### src/rtl/axis_pkt_fifo_if.sv
// AXI-Stream beat channel shared by both sides of the packet FIFO.
// Signals: tvalid, tready, tdata[DATA_W], tlast; master drives all but tready.
interface axis_pkt_fifo_if #(
  parameter int DATA_W = 8
);
  logic              tvalid;
  logic              tready;
  logic [DATA_W-1:0] tdata;
  logic              tlast;

  modport master (
    output tvalid,
    output tdata,
    output tlast,
    input  tready
  );

  modport slave (
    input  tvalid,
    input  tdata,
    input  tlast,
    output tready
  );
endinterface

### src/rtl/axis_pkt_fifo.sv
// AXIS packet FIFO: first-word fall-through, tlast-aware packet counting.
// Ports: aclk, aresetn (async low), s_axis (slave), m_axis (master),
//   fill_count / pkt_count (AW+1 bits each).
// Macro AXIS_PKT_FIFO_SAF_EN enables store-and-forward with overlong bypass.
module axis_pkt_fifo #(
  parameter  int DATA_W = 8,
  parameter  int DEPTH  = 16,
  localparam int AW     = $clog2(DEPTH)
) (
  input  logic                    aclk,
  input  logic                    aresetn,
  axis_pkt_fifo_if.slave          s_axis,
  axis_pkt_fifo_if.master         m_axis,
  output logic [AW:0]             fill_count,
  output logic [AW:0]             pkt_count
);

  localparam logic [AW:0] ONE = 1;

  logic [DATA_W:0] mem_q [DEPTH];

  logic [AW:0] wr_q, wr_d;
  logic [AW:0] rd_q, rd_d;
  logic [AW:0] fill_q, fill_d;
  logic [AW:0] pkt_q, pkt_d;
  logic        open_q;

  logic        empty, full;
  logic        push, pop;
  logic        pkt_in, pkt_out;
  logic [DATA_W:0] head;

  assign empty = (wr_q == rd_q);
  assign full  = (wr_q[AW] != rd_q[AW]) &&
                 (wr_q[AW-1:0] == rd_q[AW-1:0]);

  assign head = mem_q[rd_q[AW-1:0]];

  // open_q keeps tready low while in reset and for the release edge.
  assign s_axis.tready = open_q & ~full;
  assign m_axis.tdata  = head[DATA_W-1:0];
  assign m_axis.tlast  = head[DATA_W];

`ifdef AXIS_PKT_FIFO_SAF_EN
  logic bypass_q, bypass_d;

  // Bypass lets a packet longer than the FIFO stream through.
  assign m_axis.tvalid = ~empty & ((pkt_q != '0) | bypass_q);

  always_comb begin
    bypass_d = bypass_q;
    if (pkt_out)
      bypass_d = 1'b0;
    else if (full && pkt_q == '0)
      bypass_d = 1'b1;
  end

  always_ff @(posedge aclk or negedge aresetn) begin
    if (!aresetn) bypass_q <= 1'b0;
    else          bypass_q <= bypass_d;
  end
`else
  assign m_axis.tvalid = ~empty;
`endif

  assign push    = s_axis.tvalid & s_axis.tready;
  assign pop     = m_axis.tvalid & m_axis.tready;
  assign pkt_in  = push & s_axis.tlast;
  assign pkt_out = pop & head[DATA_W];

  always_comb begin
    wr_d   = wr_q;
    rd_d   = rd_q;
    fill_d = fill_q;
    pkt_d  = pkt_q;
    if (push) wr_d = wr_q + ONE;
    if (pop)  rd_d = rd_q + ONE;
    case ({push, pop})
      2'b10:   fill_d = fill_q + ONE;
      2'b01:   fill_d = fill_q - ONE;
      default: fill_d = fill_q;
    endcase
    case ({pkt_in, pkt_out})
      2'b10:   pkt_d = pkt_q + ONE;
      2'b01:   pkt_d = pkt_q - ONE;
      default: pkt_d = pkt_q;
    endcase
  end

  always_ff @(posedge aclk or negedge aresetn) begin
    if (!aresetn) begin
      wr_q   <= '0;
      rd_q   <= '0;
      fill_q <= '0;
      pkt_q  <= '0;
      open_q <= 1'b0;
    end else begin
      wr_q   <= wr_d;
      rd_q   <= rd_d;
      fill_q <= fill_d;
      pkt_q  <= pkt_d;
      open_q <= 1'b1;
    end
  end

  always_ff @(posedge aclk) begin
    if (push)
      mem_q[wr_q[AW-1:0]] <= {s_axis.tlast, s_axis.tdata};
  end

  assign fill_count = fill_q;
  assign pkt_count  = pkt_q;

endmodule

### src/flat_wrapper.sv
// flat-port wrapper written by rule: the top's interface ports become plain ports
module axis_pkt_fifo_flat 
#(
  parameter  int DATA_W = 8,
  parameter  int DEPTH  = 16,
  localparam int AW     = $clog2(DEPTH)
)
  (aclk, aresetn, fill_count, pkt_count, s_axis_tvalid, s_axis_tdata, s_axis_tlast, s_axis_tready, m_axis_tvalid, m_axis_tdata, m_axis_tlast, m_axis_tready);
  axis_pkt_fifo_if #(.DATA_W(DATA_W)) s_axis_i ();
  axis_pkt_fifo_if #(.DATA_W(DATA_W)) m_axis_i ();
  input  logic aclk;
  input  logic aresetn;
  output logic [AW:0] fill_count;
  output logic [AW:0] pkt_count;
  input wire logic [$bits(s_axis_i.tvalid)-1:0] s_axis_tvalid;
  input wire logic [$bits(s_axis_i.tdata)-1:0] s_axis_tdata;
  input wire logic [$bits(s_axis_i.tlast)-1:0] s_axis_tlast;
  output wire logic [$bits(s_axis_i.tready)-1:0] s_axis_tready;
  output wire logic [$bits(m_axis_i.tvalid)-1:0] m_axis_tvalid;
  output wire logic [$bits(m_axis_i.tdata)-1:0] m_axis_tdata;
  output wire logic [$bits(m_axis_i.tlast)-1:0] m_axis_tlast;
  input wire logic [$bits(m_axis_i.tready)-1:0] m_axis_tready;
  assign s_axis_i.tvalid = s_axis_tvalid;
  assign s_axis_i.tdata = s_axis_tdata;
  assign s_axis_i.tlast = s_axis_tlast;
  assign s_axis_tready = s_axis_i.tready;
  assign m_axis_tvalid = m_axis_i.tvalid;
  assign m_axis_tdata = m_axis_i.tdata;
  assign m_axis_tlast = m_axis_i.tlast;
  assign m_axis_i.tready = m_axis_tready;
  axis_pkt_fifo #(.DATA_W(DATA_W), .DEPTH(DEPTH)) u_core (.aclk(aclk), .aresetn(aresetn), .s_axis(s_axis_i), .m_axis(m_axis_i), .fill_count(fill_count), .pkt_count(pkt_count));
endmodule
### config.mk
export PLATFORM = sky130hd
export DESIGN_NAME = axis_pkt_fifo_flat
export DESIGN_NICKNAME = d
export VERILOG_FILES = /design/src/rtl/axis_pkt_fifo_if.sv /design/src/rtl/axis_pkt_fifo.sv /design/src/flat_wrapper.sv
export SDC_FILE = /design/constraint.sdc
export NUM_CORES = 1
export LEC_CHECK = 0
export BUFFER_PORTS_ARGS = -buffer_cell sky130_fd_sc_hd__buf_2
export CORE_MARGIN = 8
export CORE_UTILIZATION = 35
export DETAILED_ROUTE_END_ITERATION = 16
export GPL_TIMING_DRIVEN = 0
export SLEW_MARGIN = 20
export SYNTH_ARGS = -nofsm -noshare
export SYNTH_HDL_FRONTEND = slang
export SYNTH_SLANG_ARGS = --single-unit
### constraint.sdc
create_clock -name aclk -period 2.9 [get_ports aclk]
set_input_delay 0.145 -clock aclk [delete_from_list [all_inputs] [get_ports aclk]]
set_output_delay 0.145 -clock aclk [all_outputs]
set_load 0.02 [all_outputs]
### Word-level counts from Yosys, hierarchy flattened

Memories as Yosys holds them, arrays and structs flattened.
Cells that the tools add are included.

* flip-flop bits (word level): 21
* memory bits (writable): 144
* input bits: 13
* output and inout port bits: 21
* word-level logic and storage cells: 33
* memories kept: 1

Memories
* u_core.mem_q: depth 16, width 9, rd ports 1, clocked after memory_dff 0, wr ports 1, line axis_pkt_fifo.sv:20 `logic [DATA_W:0] mem_q [DEPTH];`

* $add $sub $neg: 6
* eq/ne operators: 7
* mux-type cells: 4
* bitwise logic cells: 7
* reductions and logical operators: 3

Operators by type and width (number)
* $add A5 B1 Y5 const B: 4
* $pmux W5 S2: 2
* $sub A5 B1 Y5 const B: 2
* $and A1 B1 Y1: 5
* $eq A5 B5 Y1: 1
* $eq A2 B1 Y1 const B: 2
* $eq A2 B2 Y1 const B: 2
* $eq A4 B4 Y1: 1
* $reduce_bool A2 Y1: 2
* $mux W1: 2
* $not A1 Y1: 2
* $logic_and A1 B1 Y1: 1
* $ne A1 B1 Y1: 1

### Longest topological paths before layout

* depth after elaboration: 8
* mapped depth: 14
* gate-level depth less buffers: 13

### Least setup slack after synthesis

No wires, ideal clock.

* path kind: reg2reg
* start point: register u_core.rd_q[0]
* end point: register u_core.pkt_q[4], in the netlist u_core.pkt_count[4]
* library setup time: 128 ps
* data arrival time: 3010 ps
* path slack: -239 ps
* stages on the path, launching flop included: 13
* path buffers: 1
* path through: dfrtp_1 > buf_6 > mux4_2 > a211oi_1 > a21oi_1 > nor2b_1 > ha_1 > ha_1 > nor2b_1 > o21ai_1 > a21oi_1 > or3b_1 > xnor2_1

* elaborated cells between the ends (all ways): 15
* those cells by class: 4 x eq/ne; 1 x mux; 7 x bitwise; 2 x reduce/logical; 1 x memory

RTL lines
* from (decl): line axis_pkt_fifo.sv:23 `logic [AW:0] rd_q, rd_d;`
* from (signal assigned): line axis_pkt_fifo.sv:99 `rd_q <= rd_d;`
* $mem_v2 Z16 W9 (*)
* named net m_axis_tlast: line flat_wrapper.sv:21 `output wire logic [$bits(m_axis_i.tlast)-1:0] m_axis_tlast;`
* $and A1 B1 Y1 (*): line axis_pkt_fifo.sv:69 `assign pkt_out = pop & head[DATA_W];`
* $eq A2 B1 Y1 / $eq A2 B2 Y1 (equally long branches): line axis_pkt_fifo.sv:83 `case ({pkt_in, pkt_out})`
* $pmux W5 S2 / $reduce_bool A2 Y1 (equally long branches)
* to (signal assigned): line axis_pkt_fifo.sv:101 `pkt_q <= pkt_d;`
* to (decl): line axis_pkt_fifo.sv:25 `logic [AW:0] pkt_q, pkt_d;`

Mark *: on every way through the listed nets, which the timed path passes. The rest lies on a longest branch.
A chain may end at the register's enable or synchronous reset.

### Worst setup path in the final report

* start point: register u_core.rd_q[0]
* end point: register u_core.pkt_q[4], in the netlist u_core.pkt_count[4]

* cells in the longest elaborated chain, start to end: 8
* elaborated cells between the ends (all ways): 15
* those cells by class: 4 x eq/ne; 1 x mux; 7 x bitwise; 2 x reduce/logical; 1 x memory

Ends and longest elaborated chain
* $eq A4 B4 Y1: line axis_pkt_fifo.sv:35 `(wr_q[AW-1:0] == rd_q[AW-1:0]);`
* $logic_and A1 B1 Y1: line axis_pkt_fifo.sv:34 `assign full = (wr_q[AW] != rd_q[AW]) &&`
* $not A1 Y1: line axis_pkt_fifo.sv:40 `assign s_axis.tready = open_q & ~full;`
* $and A1 B1 Y1: line axis_pkt_fifo.sv:40
* $and A1 B1 Y1: line axis_pkt_fifo.sv:66 `assign push = s_axis.tvalid & s_axis.tready;`
* $and A1 B1 Y1: line axis_pkt_fifo.sv:68 `assign pkt_in = push & s_axis.tlast;`
* $eq A2 B1 Y1 / $eq A2 B2 Y1 (equally long branches): line axis_pkt_fifo.sv:83
* $pmux W5 S2 / $reduce_bool A2 Y1 (equally long branches)

Parallel ways exist; a longest one is shown, timed or not.

==> results.sh <==
export IMPL_clockBufferDepth=2
export IMPL_slew_viol_final=0
export IMPL_synth_top_family_by_area="multiplexers"
export IMPL_path_max_fanout=4
export IMPL_syn_nets=397
export IMPL_cp_depth=12
export IMPL_port_buffer_count=33
export IMPL_detail_route_wl_per_cell_um=19.8
export IMPL_cts_tree="yes"
export IMPL_antenna_cells=0
export IMPL_die_y_um=156
export IMPL_drt_pass1_iter_count=4
export IMPL_cp_required_ps=3200
export IMPL_p_leak_nw=2.91
export IMPL_ys_ff_latch=165
export IMPL_setup_slack_ps=-74.3
export IMPL_rrSetupSlack_ps=-70
export IMPL_p_per_area_nw_per_um2=1050
export IMPL_numCtsBuffers=17
export IMPL_fin_nets=465
export IMPL_grt_setup_unrepaired="true"
export IMPL_finalSetupViolCount=2
export IMPL_drive_gt1_share_pct=35.1
export IMPL_endpoint_kind="flop"
export IMPL_grt_pass1_wl_um=21500
export IMPL_synth_cells=369
export IMPL_tightest_slew_ps=737
export IMPL_fin_worst_skew_ps=9.92
export IMPL_ir_drop_mv=0.647
export IMPL_clock_sinks=165
export IMPL_grt_max_degree=22
export IMPL_status="finished with violations"
export IMPL_dp_hpwl_um=9190
export IMPL_dp_slack_ps=-356
export IMPL_htreeDepth=4
export IMPL_globalRouteTotalUtil_pct=12.1
export IMPL_rr_worst_depth=12
export IMPL_synth_compound_area_share_pct=3.25
export IMPL_crit_path_cell_trace="mux4_2 -> nor2b_4 -> a211oi_2 -> a21oi_2 -> nor2b_4 -> ha_4 -> ha_4 -> nor2b_4 -> o21ai_2 -> a21oi_2 -> or3b_1 -> xnor2_1"
export IMPL_antenna_left=0
export IMPL_crit_start="u_core.rd_q[0]$_DFFE_PN0P_"
export IMPL_hold_class="in2reg"
export IMPL_dominantRegCellSynth="edfxtp_1"
export IMPL_synthArstFlopShare_pct=12.7
export IMPL_syn_to_final_growth_pct=20.0
export IMPL_failed_checks="negative setup slack"
export IMPL_grt_pass1_vias=3786
export IMPL_layout_common_cells="edfxtp_1, mux4_2, buf_2"
export IMPL_clk_latency_ps=420
export IMPL_core_um2=19400
export IMPL_total_power_w=0.00866
export IMPL_relSlewSlack_pct=50.8
export IMPL_syn_area_um2=6890
export IMPL_max_freq_mhz=336
export IMPL_num_vias=3512
export IMPL_yosysWarnings=0
export IMPL_r2r_start="u_core.rd_q[0]$_DFFE_PN0P_"
export IMPL_critPathLaunchType="flop"
export IMPL_grt_overflow=0
export IMPL_drc=0
export IMPL_core_rowCount=51
export IMPL_final_common_cell="edfxtp_1"
export IMPL_finalCriticalPeriod_ps=2970
export IMPL_grt_antenna_before_repair=0
export IMPL_synth_avg_cell_area_um2=18.7
export IMPL_crit_path_max_incr_delay_ps=550
export IMPL_drtIter0Drc=197
export IMPL_crit_top_cell="nor2b_4"
export IMPL_die_w_um=156
export IMPL_ys_seq_area_share_pct=70.4
export IMPL_post_route_period_util_pct=103
export IMPL_endpoint="u_core.pkt_count[4]$_DFFE_PN0P_"
export IMPL_wl_um=14100
export IMPL_yosys_area_share_simple_pct=4.82
export IMPL_ys_types=40
export IMPL_worstPathArrival_ps=3280
export IMPL_synth_area_mux_share_pct=13.4
export IMPL_crit_type="reg2reg"
export IMPL_avgViaCountPerCell=4.93
export IMPL_crit_slowest_cell="mux4_2"
export IMPL_initial_core_util_pct=35.5
export IMPL_r2r_end="u_core.pkt_count[4]$_DFFE_PN0P_"
export IMPL_path_buf_inv=0
export IMPL_fin_util_pct=42.6
export IMPL_cap_violations=0
export IMPL_finalHoldWorstSlack_ps=40.3
export IMPL_synth_xor_xnor_area_share_pct=2.67
export IMPL_die_area_um2=24400
export IMPL_synth_edf_count=144
export IMPL_io_pins=34
export IMPL_cp_top_family="simple AND/OR/NAND/NOR gates"
export IMPL_root_buffer="clkbuf_16"
export IMPL_finalHoldViolCount=0
export IMPL_place_congestion=0.812
export IMPL_holdCritStartpoint="m_axis_tready"
export IMPL_fill_cells=1753
export IMPL_synth_adder_area_share_pct=2.94
export IMPL_clkTransAtPathRegs_ps=60
-- timing repair --
action,in CTS,in global routing
buffers inserted,10,5
gates resized for setup,17,18
endpoints found under the hold margin,21,0
endpoints found under the setup margin,3,5
gates cloned,0,0
pin swaps,7,16
hold buffers,1,0
-- synthesized netlist by cell type, drive strengths merged, types with 9 or more instances --
cell type,instances,area [µm²]
mux4,36,818
edfxtp,144,4320
inv,12,45.1
ha,13,163
xor2,10,87.6
and3,17,106
mux2i,9,90.1
xnor2,11,96.3
nand2,11,43.8
a211oi,9,82.6
dfrtp,21,526
a21oi,14,73.8
buf,11,90.1
o21ai,9,45.0
nor2b,14,87.6
-- final cells by class --
class                           instances  area [µm²]  share of cell area (%)
Sequential cell                       165        4850                    58.7
Multi-Input combinational cell        173        2000                    24.2
Tap cell                              265         332                    4.01
Inverter                               12        47.5                   0.575
Clock buffer                           17         425                    5.15
Timing Repair Buffer                   50         302                    3.65
Clock inverter                         12         156                    1.89
Buffer                                 18         145                    1.76
-- stage by stage --
stage                     cell area [µm²]  TNS (ps)  cells
after CTS                            8150      -146    707
after floorplan                      6910     -34.5    369
after detailed placement             7420      -683    668
final                                8260      -113    712
after global placement               7400     -1580    667
after global routing                 8260      -364    712
-- flip-flops by register name (all words and copies together) (netlist names) --
name               count
u_core.rd_q            5
u_core.fill_count      5
u_core.wr_q            5
u_core.pkt_count       5
u_core.open_q          1
u_core.mem_q         144
-- routing by layer --
layer  vias up  track usage, %  share of wire (%)
met5         -               0                  0
met4         0            4.44                1.4
met3        16            3.14                4.4
met2        73            19.7                 49
met1      1844            15.3                 45
li1       1579               -                  -
-- worst register-to-register path, delay by kind of cell (launching register included) --
family | cells | cell delay [ps]
flops | 1 | 440
simple gates | 4 | 830
xor+xnor | 1 | 140
fa+ha+maj | 2 | 390
compound gates | 4 | 510
mux | 1 | 550
-- worst min-delay path by stage --
stage	end	slack, ps	depth (start not counted)
floorplan	u_core.fill_count[0]$_DFFE_PN0P_	-150	0
global placement	u_core.pkt_count[2]$_DFFE_PN0P_	140	1
detailed placement	u_core.pkt_count[4]$_DFFE_PN0P_	150	1
CTS	u_core.rd_q[2]$_DFFE_PN0P_	20	3
global route	u_core.rd_q[2]$_DFFE_PN0P_	60	3
finish	u_core.rd_q[2]$_DFFE_PN0P_	40	3
-- cells by family after synthesis --
kind of cell / count (synthesis)
buffers and inverters: 31
AOI/OAI and AO/OA: 35
DFF: 165
and+or+nand+nor: 55
xor gates and xnor gates: 21
muxes: 46
other: 1
adders and majority gates: 15
-- report_power, final --
part	leakage, nW	internal, W	switching (W)
Sequential	1.55	0.00285	0.000192
Combinational	1.09	0.00158	0.00181
Clock	0.275	0.00134	0.000891
No activity file was read; power rests on OpenSTA's default activity.
